[config.mk]
export PLATFORM = sky130hd
export DESIGN_NAME = imem_loader
export DESIGN_NICKNAME = d
export VERILOG_FILES = /design/src/rtl/imem_loader.sv
export SDC_FILE = /design/constraint.sdc
export NUM_CORES = 1
export LEC_CHECK = 0
export BUFFER_PORTS_ARGS = -buffer_cell sky130_fd_sc_hd__buf_2
export CAP_MARGIN = 20
export CORE_MARGIN = 1.5
export CORE_UTILIZATION = 32
export CTS_CLUSTER_SIZE = 30
export DETAILED_ROUTE_END_ITERATION = 10
export GPL_ROUTABILITY_DRIVEN = 0
export SLEW_MARGIN = 30
export SYNTH_ARGS = -nofsm -noshare
export SYNTH_HDL_FRONTEND = slang
export SYNTH_SLANG_ARGS = --single-unit
[constraint.sdc]
create_clock -name clk -period 5.2 [get_ports clk]
set_clock_uncertainty 0.15 [all_clocks]
set_input_delay 0.78 -clock clk [delete_from_list [all_inputs] [get_ports clk]]
set_output_delay 0.78 -clock clk [all_outputs]
set_load 0.01 [all_outputs]
[src/rtl/imem_loader.sv]
// rtl/imem_loader.sv - byte-stream to 32-bit word loader for the instruction memory
//
// Purpose:
//   Receives a framed byte stream and writes it into the word-addressed
//   instruction memory. Each word is packed little-endian. The CPU core is
//   held in reset until the whole image has been written.
//   Frame: 16-bit word count N (low byte first), then 4*N data bytes.
//
// Optional feature (macro IMEM_LOADER_CHECKSUM_EN):
//   When defined, one trailing byte must equal the XOR of all data bytes.
//   A match ends the load in DONE and a mismatch ends it in ERR.
//
// Ports:
//   clk           system clock
//   reset_n       asynchronous active-low reset
//   start         one-cycle pulse that begins a load (ignored while busy)
//   in_valid      byte stream valid
//   in_data       byte stream data
//   in_ready      loader can accept a byte
//   we            imem write enable, one-cycle pulse per word
//   wa            imem word address
//   wd            imem write data
//   busy          load in progress
//   done          image loaded successfully (level)
//   err           load failed (level)
//   cpu_reset     active-high reset to the CPU core
//   words_loaded  number of words written during this load

module imem_loader #(
    parameter int ADDR_W = 6,
    parameter int DATA_W = 32
) (
    input  logic              clk,
    input  logic              reset_n,
    input  logic              start,
    input  logic              in_valid,
    input  logic [7:0]        in_data,
    output logic              in_ready,
    output logic              we,
    output logic [ADDR_W-1:0] wa,
    output logic [DATA_W-1:0] wd,
    output logic              busy,
    output logic              done,
    output logic              err,
    output logic              cpu_reset,
    output logic [ADDR_W:0]   words_loaded
);

    typedef enum logic [2:0] {
        S_IDLE   = 3'd0,
        S_HDR_LO = 3'd1,
        S_HDR_HI = 3'd2,
        S_DATA   = 3'd3,
        S_DONE   = 3'd4,
        S_ERR    = 3'd5
`ifdef IMEM_LOADER_CHECKSUM_EN
        ,
        S_CHK    = 3'd6
`endif
    } state_t;

    // Largest legal word count: the full memory.
    localparam logic [16:0]   CAPACITY = 17'(1) << ADDR_W;
    localparam logic [ADDR_W:0] ONE    = {{ADDR_W{1'b0}}, 1'b1};

    state_t              state_q, state_d;
    logic [7:0]          n_lo_q, n_lo_d;
    logic [ADDR_W:0]     n_q, n_d;
    logic [1:0]          byte_cnt_q, byte_cnt_d;
    logic [23:0]         sh_q, sh_d;
    logic [ADDR_W-1:0]   wa_q, wa_d;
    logic [DATA_W-1:0]   wd_q, wd_d;
    logic                we_q, we_d;
    logic [ADDR_W:0]     wl_q, wl_d;
    logic                cpu_reset_q, cpu_reset_d;
`ifdef IMEM_LOADER_CHECKSUM_EN
    logic [7:0]          chk_q, chk_d;
`endif

    logic        accept;
    logic        load_start;
    logic        last_byte;
    logic [15:0] hdr_n;

    assign accept     = in_valid && in_ready;
    assign load_start = start && (state_q == S_IDLE || state_q == S_DONE || state_q == S_ERR);
    assign hdr_n      = {in_data, n_lo_q};
    // Final byte of the final word: byte 3 of word index N-1.
    assign last_byte  = (byte_cnt_q == 2'd3) && ((wl_q + ONE) == n_q);

    // State and datapath registers
    always_ff @(posedge clk or negedge reset_n) begin
        if (!reset_n) begin
            state_q     <= S_IDLE;
            n_lo_q      <= '0;
            n_q         <= '0;
            byte_cnt_q  <= '0;
            sh_q        <= '0;
            wa_q        <= '0;
            wd_q        <= '0;
            we_q        <= 1'b0;
            wl_q        <= '0;
            cpu_reset_q <= 1'b1;
`ifdef IMEM_LOADER_CHECKSUM_EN
            chk_q       <= '0;
`endif
        end else begin
            state_q     <= state_d;
            n_lo_q      <= n_lo_d;
            n_q         <= n_d;
            byte_cnt_q  <= byte_cnt_d;
            sh_q        <= sh_d;
            wa_q        <= wa_d;
            wd_q        <= wd_d;
            we_q        <= we_d;
            wl_q        <= wl_d;
            cpu_reset_q <= cpu_reset_d;
`ifdef IMEM_LOADER_CHECKSUM_EN
            chk_q       <= chk_d;
`endif
        end
    end

    // Next-state logic
    always_comb begin
        state_d = state_q;
        case (state_q)
            S_IDLE, S_DONE, S_ERR: begin
                if (start) state_d = S_HDR_LO;
            end
            S_HDR_LO: begin
                if (accept) state_d = S_HDR_HI;
            end
            S_HDR_HI: begin
                if (accept) begin
                    if (hdr_n == 16'd0) begin
`ifdef IMEM_LOADER_CHECKSUM_EN
                        state_d = S_CHK;
`else
                        state_d = S_DONE;
`endif
                    end else if ({1'b0, hdr_n} > CAPACITY) begin
                        state_d = S_ERR;
                    end else begin
                        state_d = S_DATA;
                    end
                end
            end
            S_DATA: begin
                if (accept && last_byte) begin
`ifdef IMEM_LOADER_CHECKSUM_EN
                    state_d = S_CHK;
`else
                    state_d = S_DONE;
`endif
                end
            end
`ifdef IMEM_LOADER_CHECKSUM_EN
            S_CHK: begin
                if (accept) state_d = (in_data == chk_q) ? S_DONE : S_ERR;
            end
`endif
            default: state_d = S_IDLE;
        endcase
    end

    // Datapath next values
    always_comb begin
        n_lo_d      = n_lo_q;
        n_d         = n_q;
        byte_cnt_d  = byte_cnt_q;
        sh_d        = sh_q;
        wa_d        = wa_q;
        wd_d        = wd_q;
        we_d        = 1'b0;
        wl_d        = wl_q;
        cpu_reset_d = cpu_reset_q;
`ifdef IMEM_LOADER_CHECKSUM_EN
        chk_d       = chk_q;
`endif

        // Release the core one cycle after done rises.
        if (state_q == S_DONE) cpu_reset_d = 1'b0;

        if (load_start) begin
            wa_d        = '0;
            wl_d        = '0;
            byte_cnt_d  = '0;
            cpu_reset_d = 1'b1;
`ifdef IMEM_LOADER_CHECKSUM_EN
            chk_d       = '0;
`endif
        end

        if (accept && state_q == S_HDR_LO) n_lo_d = in_data;
        // Only the low bits matter: oversized counts are routed to ERR.
        if (accept && state_q == S_HDR_HI) n_d = hdr_n[ADDR_W:0];

        if (accept && state_q == S_DATA) begin
            byte_cnt_d = byte_cnt_q + 2'd1;
            // Bytes enter at the top so b0 ends up in the low byte.
            sh_d = {in_data, sh_q[23:8]};
`ifdef IMEM_LOADER_CHECKSUM_EN
            chk_d = chk_q ^ in_data;
`endif
            if (byte_cnt_q == 2'd3) begin
                wd_d = {in_data, sh_q};
                wa_d = wl_q[ADDR_W-1:0];
                we_d = 1'b1;
                wl_d = wl_q + ONE;
            end
        end
    end

    // Outputs decoded from state and registers
    always_comb begin
        in_ready = 1'b0;
        case (state_q)
            S_HDR_LO, S_HDR_HI, S_DATA: in_ready = 1'b1;
`ifdef IMEM_LOADER_CHECKSUM_EN
            S_CHK:                      in_ready = 1'b1;
`endif
            default:                    in_ready = 1'b0;
        endcase
        busy         = in_ready;
        done         = (state_q == S_DONE);
        err          = (state_q == S_ERR);
        we           = we_q;
        wa           = wa_q;
        wd           = wd_q;
        cpu_reset    = cpu_reset_q;
        words_loaded = wl_q;
    end

endmodule

# Yosys cells after proc, flatten, opt, wreduce, memory -nomap -nowiden

Cells that the tools add are included.

Word-level logic and storage cells: 61
Input bits: 12
Bits in registers: 91
Output and inout port bits: 51

Muxes and demuxes: 20
$add $sub $neg: 2
Reductions and logical operators: 17
$lt $le $gt $ge: 1
Equality and inequality tests: 11

Operators by type and width:

| operator              | count |
|---|---|
| $mux W7               | 3 |
| $mux W3               | 6 |
| $mux W6               | 3 |
| $gt A16 B7 Y1 const B | 1 |
| $logic_not A16 Y1     | 1 |
| $pmux W3 S4           | 1 |
| $ne A2 B2 Y1 const B  | 4 |
| $add A7 B1 Y7 const B | 1 |
| $eq A7 B7 Y1          | 1 |
| $logic_and A1 B1 Y1   | 7 |
| $eq A3 B2 Y1 const B  | 2 |
| $eq A3 B3 Y1 const B  | 2 |
| $reduce_or A3 Y1      | 2 |
| $mux W1               | 5 |
| $mux W2               | 2 |
| $reduce_and A4 Y1     | 1 |
| $reduce_bool A2 Y1    | 2 |
| $eq A3 B1 Y1 const B  | 1 |
| $logic_not A3 Y1      | 1 |
| $add A2 B1 Y2 const B | 1 |
| $eq A2 B2 Y1 const B  | 1 |
| $logic_or A1 B1 Y1    | 2 |
| $reduce_and A2 Y1     | 1 |

# Longest topological paths before layout

Depth in word-level cells: 7
Gate-level depth with buffers: 7
Depth with buffers taken out: 7

# Worst setup path after synthesis

OpenSTA, ideal clock, no wires.

Kind: input to register
Start: input in_data[0]
End: register state_q[0]
Path slack: 3.111 ns
Setup time: 0.128 ns
Cell stages on the path: 5
Arrival time: 1.811 ns
Path buffers: 0
Data required time: 4.922 ns
Cell sequence: nor4_1 nand2_1 or4b_1 a22oi_1 o21ai_1

Longest elaborated chain between the ends: 4

RTL lines:

| element              | line | text |
|---|---|---|
| start, declared      | 37   | `input logic [7:0] in_data,` |
| $logic_not A16 Y1    | 136  | `if (hdr_n == 16'd0) begin` |
| $mux W3              | 136  |  |
| $mux W3              | 135  | `if (accept) begin` |
| $pmux W3 S4          | 127  | `case (state_q)` |
| end signal, assigned | 108  | `state_q <= state_d;` |
| end, declared        | 66   | `state_t state_q, state_d;` |

Every way passes these cells. The select of a mux whose other input is x is not followed.
A chain may end at the register's enable or synchronous reset.

# Worst setup path after layout

Start: register state_q[1]
End: register wl_q[6] (netlist: words_loaded[6])

Longest elaborated chain between the ends: 7
Elaborated cells between the ends (all ways): 16
Classes of those cells: eq/ne: 5; mux: 4; reduce/logical: 7

RTL lines:

| element                                                 | line | text |
|---|---|---|
| $eq A3 B3 Y1 / $logic_not A3 Y1 (equally long branches) | 86   | `assign load_start = start && (state_q == S_IDLE \|\| state_q == S_DONE \|\| state_q == S_ERR);` |
| $logic_or A1 B1 Y1 (2 in a row)                         | 86   |  |
| $logic_and A1 B1 Y1                                     | 86   |  |
| $mux W7                                                 | 185  | `if (load_start) begin` |
| $mux W7                                                 | 206  | `if (byte_cnt_q == 2'd3) begin` |
| $mux W7 (*)                                             | 199  | `if (accept && state_q == S_DATA) begin` |
| via wl_d[6]                                             | 74   | `logic [ADDR_W:0] wl_q, wl_d;` |
| end signal, assigned                                    | 116  | `wl_q <= wl_d;` |
| end, declared                                           | 74   |  |

Mark *: on every way through the listed nets, which the timed path passes. The rest lies on a longest branch.

==> results.toml <==
[synthesis]
synth_compound_area_share_pct = 5.17
synth_nets = 378
ys_ff_latch = 91
synth_top_family_by_area = "simple AND/OR/NAND/NOR gates"
synth_edf_count = 0
netlist_area_um2 = 3870
async_flop_share_pct = 100
yosysUniqueCellTypes = 44
synth_warnings = 0
synthAdderAreaFrac_pct = 0.646
synthXorXnorAreaFrac_pct = 1.81
synth_top_area_share_pct = 58.1
synth.most_common_cell = "nand2_1"
synth_flop_cell = "dfrtp_1"
ys_seq_area_share_pct = 58.8
syn_avg_cell_area_um2 = 10.6
synth_area_leaders = "dfrtp_1 58%, mux2_2 12%, nand2_1 11%, buf_2 2.3%, o21ai_0 1.5%"
synth-simple-area-share_pct = 18.6
synth_common_cells = "117 x nand2_1, 90 x dfrtp_1, 40 x mux2_2"
synth_largest_area_cell = "dfrtp_1"
syn_inst = 364
synthMuxAreaShare_pct = 11.6

[pwr]
power.total_w = 0.00233
irDropWorstVdd_uv = 168
power_density_nw_per_um2 = 510
p_leak_nw = 2.36

[die]
die_x_um = 113
die_area_um2 = 12800
pin_count = 63
dieHeight_um = 113
core_area_um2 = 11900
start_util_pct = 32.5
rows = 40

[setup_path]
critical_path_arrival_ns = 3.54
cp_max_fo = 49
path_class = "reg -> reg"
end_kind = "register"
startpoint = "state_q[1]"
critPathRequiredTime_ns = 5.24
timing.rr.start = "state_q[1]"
cp-start-kind = "register"

[cts]
cts_tree = "built"
clockRootBuffer = "clkbuf_16"
cts.htree.levels = 3
cts_buffer_depth = 2
path_clk_slew_ns = 0.07
cts_setup_buffers = 0
postCtsHoldBufs = 0
clk_latency_ns = 0.34
ctsResizeCount = 0
cts.sink_count = 91
numCtsBuffers = 9

[min_path]
hold_path_class = "reg -> reg"
min_from = "sh_q[2]"

[timing]
slew_viol_final = 0
slew_headroom_pct = 39.5
rsz0062_at_grt = "no"
hold_viol = 0
worstMarginPinSlew_ns = 0.907
setup_viol = 0
finalCriticalPeriod_ns = 3.51
fin_crit_sh_pct = 67.4
fmax_ghz = 0.285
finalSetupTns_ns = 0

[placed_design]
dp_hpwl_um = 5660
numPlacedInstances = 555
io_buffers = 62
placed_cell_area_um2 = 4300

[cells_and_area]
seqCellArea_um2 = 2280
design_area_um2 = 4580
syn_to_final_growth_pct = 18.1
layout-drive-gt1-share_pct = 29.7
multi_input_area_um2 = 1470
fin_nets = 433
diodes = 0
fin_cells = 571
n_fill_cell = 1178

[grt]
first_global_vias = 2740
grt_pass1_wl_um = 13700
overflow = 0
grt_usage_pct = 13.7
antenna_found_initial = 0
grt_max_degree = 92

[detailed_routing]
drt_iter0_drc = 122
dr.pass1.iters = 4
vias_per_cell = 4.79
ant_nets = 0
drt-total-wl_um = 8160
vias = 2734
wire_per_inst_um = 14.3
route.detailed.drc = 0

[run_status]
status = "finished, final reports clean"

[job]
max_cap_viol_count = 0
worst paths after layout:
| path | end | slack [ns] | depth (start not counted) |
|---|---|---|---|
| setup reg to reg | words_loaded[6] | 1.69 | 8 |
| max in group asynchronous | wa[4] | 3.98 | 1 |
| hold reg to reg | wd[2] | 0.31 | 2 |
| setup / recovery | words_loaded[6] | 1.69 | 8 |
| hold / removal | wd[2] | 0.31 | 2 |
| min in group asynchronous | wd[13] | 0.34 | 1 |
sequential cells by signal, summed over array words and instances, names as in the netlist:
register / count
cpu_reset: 1
sh_q: 24
n_q: 7
words_loaded: 7
wd: 32
state_q: 3
wa: 6
n_lo_q: 8
we: 1
byte_cnt_q: 2
cell usage in the layout (no fill, tap or decap), types with 3 or more instances in the layout:
cell and n:
nand2_1 117, dfrtp_1 90, buf_2 61, mux2_2 40
o21ai_0 12, nand3_1 11, nor2_1 10, clkbuf_16 9
inv_1 5, xor2_1 5, and2_1 4, buf_4 4
nor2b_1 3, a31oi_1 3, xnor2_1 3, nor4_1 3
worst max-delay path, cell delays in order (launching register included):
cell and delay [ns]:
dfrtp_1 0.51, nand4b_1 0.18, buf_4 0.34, or2_2 0.78
clkinv_1 0.63, buf_4 0.37, and2_0 0.14, o21ai_0 0.13
o31ai_1 0.09
per-stage QoR:
stage / hold WS, ns / worst slack, ns / util [%]
floorplan: 0.283 / 3.11 / -
global placement: 0.303 / 1.43 / 36.0
detailed placement: 0.299 / 1.31 / 36.1
CTS: 0.315 / 1.63 / 38.4
global route: 0.348 / 1.34 / 38.4
finish: 0.314 / 1.69 / 38.4
layout make-up:
type                            instances  share of cell area, %
Clock buffer                           10                   5.00
Clock inverter                          6                   1.09
Inverter                                6                  0.492
Multi-Input combinational cell        245                   32.0
Sequential cell                        91                   49.8
Tap cell                              147                   4.02
Timing Repair Buffer                   66                   7.57
where the power goes:
part	internal, W	switching (W)
combinational	0.000318	0.000277
clock	0.000329	0.000279
sequential	0.000947	0.000185
total	0.00159	0.000741
logic make-up (layout without fill, tap and decap cells):
family,Yosys count,count (layout)
buffers and inverters,28,88
DFF,91,91
and+or+nand+nor,164,164
adders and majority gates,2,2
xor gates and xnor gates,8,8
muxes,40,40
AOI/OAI and AO/OA,31,31
per-layer routing:
layer  track usage (%)  up-vias  wire [um]
li1                  -     1328          -
met5                 0        -          0
met4              7.83        0        259
met2              21.1       48       3830
met3              3.05       16        299
met1              17.8     1342       3770
(Power assumes the default switching activity.)
